## config.mk

```make
export PLATFORM = sky130hd
export DESIGN_NAME = sr_reg_bank
export DESIGN_NICKNAME = d
export VERILOG_FILES = /design/src/rtl/sr_reg_bank.sv
export SDC_FILE = /design/constraint.sdc
export NUM_CORES = 1
export LEC_CHECK = 0
export CELL_PAD_IN_SITES_DETAIL_PLACEMENT = 0
export CELL_PAD_IN_SITES_GLOBAL_PLACEMENT = 1
export CORE_MARGIN = 2
export CORE_UTILIZATION = 29
export CTS_CLUSTER_DIAMETER = 120
export DETAILED_ROUTE_END_ITERATION = 12
export GPL_TIMING_DRIVEN = 0
export PLACE_DENSITY_LB_ADDON = 0.12
export SLEW_MARGIN = 20
export SYNTH_ARGS = -nofsm -noshare
export SYNTH_HDL_FRONTEND = slang
export SYNTH_SLANG_ARGS = --single-unit
```

## constraint.sdc

```tcl
create_clock -name clk -period 1.4 [get_ports clk]
set_input_delay 0.28 -clock clk [delete_from_list [all_inputs] [get_ports clk]]
set_output_delay 0.28 -clock clk [all_outputs]
set_load 0.01 [all_outputs]
```

## src/rtl/sr_reg_bank.sv

```systemverilog
// sr_reg_bank
//   Clocked bank of WIDTH set/reset flag bits, a synchronous replacement for
//   level-sensitive SR latch arrays. The S=R=1 resolution is fixed per instance
//   by MODE. Illegal S=R=1 requests are logged in sticky per-bit flags and
//   counted by a saturating cycle counter. Every state change produces a
//   one-cycle q_chg pulse.
//
// Parameters
//   WIDTH      number of SR bits (1..64)
//   MODE       S=R=1 policy: 0 hold, 1 set-dominant, 2 reset-dominant, 3 toggle
//   RESET_VAL  value loaded into q on reset and on clr
//   CNT_W      width of the conflict cycle counter (1..32)
//
// Ports
//   clk           rising-edge clock
//   rst_n         synchronous active-low reset
//   en            global enable; s and r are ignored when low
//   s, r          per-bit set / reset requests
//   clr           synchronous clear of q to RESET_VAL (overrides en, s, r)
//   conflict_clr  write-one-to-clear for the sticky conflict bits
//   q             stored state
//   q_chg         one-cycle pulse per bit whose q changed at the last edge
//   conflict      sticky per-bit S=R=1 indicator
//   conflict_cnt  saturating count of cycles with at least one new conflict
module sr_reg_bank #(
   parameter int unsigned           WIDTH     = 4,
   parameter int unsigned           MODE      = 0,
   parameter logic [WIDTH-1:0]      RESET_VAL = '0,
   parameter int unsigned           CNT_W     = 8
) (
   input  logic             clk,
   input  logic             rst_n,
   input  logic             en,
   input  logic [WIDTH-1:0] s,
   input  logic [WIDTH-1:0] r,
   input  logic             clr,
   input  logic [WIDTH-1:0] conflict_clr,
   output logic [WIDTH-1:0] q,
   output logic [WIDTH-1:0] q_chg,
   output logic [WIDTH-1:0] conflict,
   output logic [CNT_W-1:0] conflict_cnt
);

   // Reject unsupported configurations at elaboration time.
   if (MODE > 3) begin : g_bad_mode
      $error("sr_reg_bank: MODE must be 0..3");
   end
   if (WIDTH < 1 || WIDTH > 64) begin : g_bad_width
      $error("sr_reg_bank: WIDTH must be 1..64");
   end
   if (CNT_W < 1 || CNT_W > 32) begin : g_bad_cnt_w
      $error("sr_reg_bank: CNT_W must be 1..32");
   end

   logic [WIDTH-1:0] q_next;
   logic [WIDTH-1:0] new_conflict;

   // Next-state decode. clr and a low en both suppress conflict logging, so
   // new_conflict is only non-zero when the s/r decode is actually in effect.
   always_comb begin
      q_next       = q;
      new_conflict = '0;
      if (clr) begin
         q_next = RESET_VAL;
      end else if (en) begin
         new_conflict = s & r;
         for (int unsigned i = 0; i < WIDTH; i++) begin
            unique case ({s[i], r[i]})
               2'b10:   q_next[i] = 1'b1;
               2'b01:   q_next[i] = 1'b0;
               2'b11: begin
                  case (MODE)
                     1:       q_next[i] = 1'b1;
                     2:       q_next[i] = 1'b0;
                     3:       q_next[i] = ~q[i];
                     default: q_next[i] = q[i];
                  endcase
               end
               default: q_next[i] = q[i];
            endcase
         end
      end
   end

   always_ff @(posedge clk) begin
      if (!rst_n) begin
         q            <= RESET_VAL;
         q_chg        <= '0;
         conflict     <= '0;
         conflict_cnt <= '0;
      end else begin
         q        <= q_next;
         q_chg    <= q_next ^ q;
         // A new conflict wins over a clear on the same edge.
         conflict <= (conflict & ~conflict_clr) | new_conflict;
         // One count per conflicting cycle, saturating at all-ones.
         if ((|new_conflict) && (conflict_cnt != '1)) begin
            conflict_cnt <= conflict_cnt + CNT_W'(1);
         end
      end
   end

endmodule

```

==> reports/summary.txt <==
Final Instance Area: 1704 um^2
CTS tree: done
Syn Std Cell Area: 1049 um^2
Die footprint: 4113 um^2
Most instantiated cells after synthesis: dfxtp_1, nor2_1, a21oi_1
XOR/XNOR Fraction of Synth Area: 0.008353
Combinational share of power: 0.163
Root buf cell: clkbuf_4
N_diodes: 0
Hold Fails Final Rpt: 0
Adder-Cell Fraction of Synth Area: 0.1074
Area grow syn2layout: 62.53%
Crit-path cells: clkdlybuf4s50_1, and2b_4, o211ai_4, or4_4, a21oi_2
Placed cell count: 200
Multiplexer area fraction after synthesis: 0.05728
Std-Cell Rows: 21
Switching Share: 0.2304
Int Pwr: 0.9708 mW
Clock Power Share: 0.379
Hold Slack: 400.6 ps
Skew-Pair Late Insertion Delay: 310 ps
Ys async rst share: 0
Number of synthesized register bits: 20
Area contributors post-synth: dfxtp_1, ha_1, a21oi_1
Ratio of cells with drive above 1 in the final layout: 0.2917
Routed vias/inst: 4.692
Tmin final: 1415 ps
H-Tree Depth: 1
Die Wd: 64.13 um
Routed vias: 1004
First-pass iteration count of the detailed router: 4
Post-Syn Area per Cell: 8.811 um^2
Seq/Total Area, Yosys: 0.3819
MaxCap Viol Count: 0
Post-synth top area share: 0.3819
Final WS setup: -15.34 ps
Hold/Removal Path Class: primary input to flop
Final ANT Viol Nets: 0
Simple-Gate Fraction of Synth Area: 0.2924
Seq pwr share: 0.459
Sink Count: 20
Failing checks: negative setup slack
Pwr/cell area: 740.2 nW/um^2
Slowest-stage cell, CP: or4_4
Initial antenna violation count: 0
Critical path arrival: 1670 ps
PortBufs: 35
IO Pins: 36
DR iter-0 viols: 15
Initial core utilization: 0.3070
Placer Congestion: 0.7202
Number of fill cells in the layout: 345
Final Slew Violations: 0
NetSw: 0.2906 mW
Layout Nets: 194
Most common cell in the netlist: dfxtp_1
Vias in the first global route: 948
Data required time of the critical path: 1650 ps
Period utilization: 1.011
Max VDD drop: 530.6 uV
Syn nets: 144
RSZ-0062 raised after global routing: true
Ys flop type: dfxtp_1
DP HPWL: 1.879 mm
Hold buffer count at cts: 0
Crit-path leading delay family: simple AND/OR/NAND/NOR gates
Total track usage: 0.1332
Critical path buffers and inverters: 1
Slew @ Worst Pin: 554.9 ps
Post-synth top area cell: dfxtp_1
Max-slew headroom: 0.6300
Post-route DRC: 0
Total gr overflow: 0
Reg2reg setup slack: 20 ps
Worst stage delay on the critical path: 430 ps
Worst Skew: 12.36 ps
Die Height: 64.13 um
Area after DPL: 1491 um^2
Synthesis Warnings: 0
Worst setup SP type: primary input
Reg clk slew, reported paths: 120 ps
Leak Pwr: 0.7742 nW
Kind of critical path: primary input to flop
Clk buf depth: 2
First-pass GRT wire length: 4.257 mm
FMAX: 0.7065 GHz
Outcome: finished, violations left
Core area: 3416 um^2
CP endpoint kind: flop
Largest family of logic cells by synthesized area: simple AND/OR/NAND/NOR gates
Routed wire length per instance: 12.21 um
Number of synthesized flops with an enable pin: 0
Finished Layout Cells: 214
DRT Wirelength: 2.614 mm
TritonCTS buffer count: 3
Syn Inst Count: 119
Complex-gate fraction of the synthesized area: 0.1205
Post-synth cell types: 26
Crit Path Max Fanout: 6
Final setup fails: 1
Largest net degree at the start of global routing: 13
[registers in the layout, summed over array words and instances, names as in the netlist]
register and flops:
conflict 4, conflict_cnt 8, q 4, q_chg 4
[power groups by stage]
stage	logic (mW)	clock network [mW]	registers, mW
2_1_floorplan	0.0825	0	0.604
3_3_place_gp	0.178	0	0.599
3_5_place_dp	0.181	0	0.600
4_1_cts	0.195	0.504	0.579
5_1_grt	0.224	0.532	0.581
6_report	0.205	0.478	0.578
[kinds of logic (layout without fill, tap and decap cells)]
kind of cell,Yosys count,in the layout
adder cells (fa/ha/maj),9,9
XOR/XNOR,1,1
buffers and inverters,9,58
flip-flops,20,20
AO/OA/AOI/OAI,20,20
multiplexers,6,6
AND/OR/NAND/NOR,54,54
[path summary, 6_finish.rpt]
check / cells past startpoint / end / from
setup / recovery: 5 / conflict_cnt[5] / clr
hold / removal: 4 / conflict[3] / s[3]
setup reg to reg: 5 / conflict_cnt[5] / conflict_cnt[1]
hold reg to reg: 2 / q_chg[1] / q[1]
[through the flow]
stage,util,total power [mW],worst slack (ps),TNS (ps)
finish,0.4989,1.261,-15.34,-15.34
global route,0.4989,1.337,-44.35,-92.73
CTS,0.4799,1.278,-2.812,-4.096
detailed placement,0.4366,0.7815,-682.8,-7807
global placement,0.4366,0.7777,-668.6,-7493
floorplan,-,0.6865,-54.45,-106.7
[timing repair]
item	CTS	global route
setup endpoints to repair	28	8
pin swaps	10	7
setup buffers	6	4
resized for setup	62	16
cloned	0	0
[placed cells by master (no fill, tap or decap), types with 2 or more instances in the layout]
master,instances
clkbuf_2,4
inv_1,7
clkdlybuf4s15_2,2
clkbuf_4,4
dfxtp_1,8
nor4_4,2
nand4_1,3
clkdlybuf4s15_1,3
dlygate4sd2_1,20
a21oi_1,13
ha_4,5
nor2b_1,6
clkdlybuf4s50_1,6
ha_1,4
o21ai_0,2
dfxtp_2,7
mux2i_1,6
buf_4,10
nand2b_1,9
nor2_1,17
or3b_1,4
nand3_1,3
or4_4,2
and3_1,2
dfxtp_4,5
[tightest hold or removal path, cell delays in order]
cell and delay (ps):
clkbuf_2 110, ha_4 160, a21oi_1 60, nor2_1 70
[layout make-up]
class / instances / area [um^2] / share of cell area
Tap cell: 46 / 57.56 / 0.03377
Multi-Input combinational cell: 90 / 745.7 / 0.4376
Sequential cell: 20 / 427.9 / 0.2511
Inverter: 7 / 26.28 / 0.01542
Buffer: 2 / 11.26 / 0.006608
Clock inverter: 1 / 30.03 / 0.01762
Clock buffer: 3 / 22.52 / 0.01322
Timing Repair Buffer: 45 / 382.9 / 0.2247
[layer usage]
layer | global-route usage | wire [um] | vias to the layer above
met3 | 0.03873 | 122 | 2
met5 | 0 | 0 | -
met2 | 0.2266 | 1241 | 25
li1 | - | - | 513
met4 | 0.03191 | 20 | 0
met1 | 0.1652 | 1230 | 464
No activity file was read; power rests on OpenSTA's default activity.
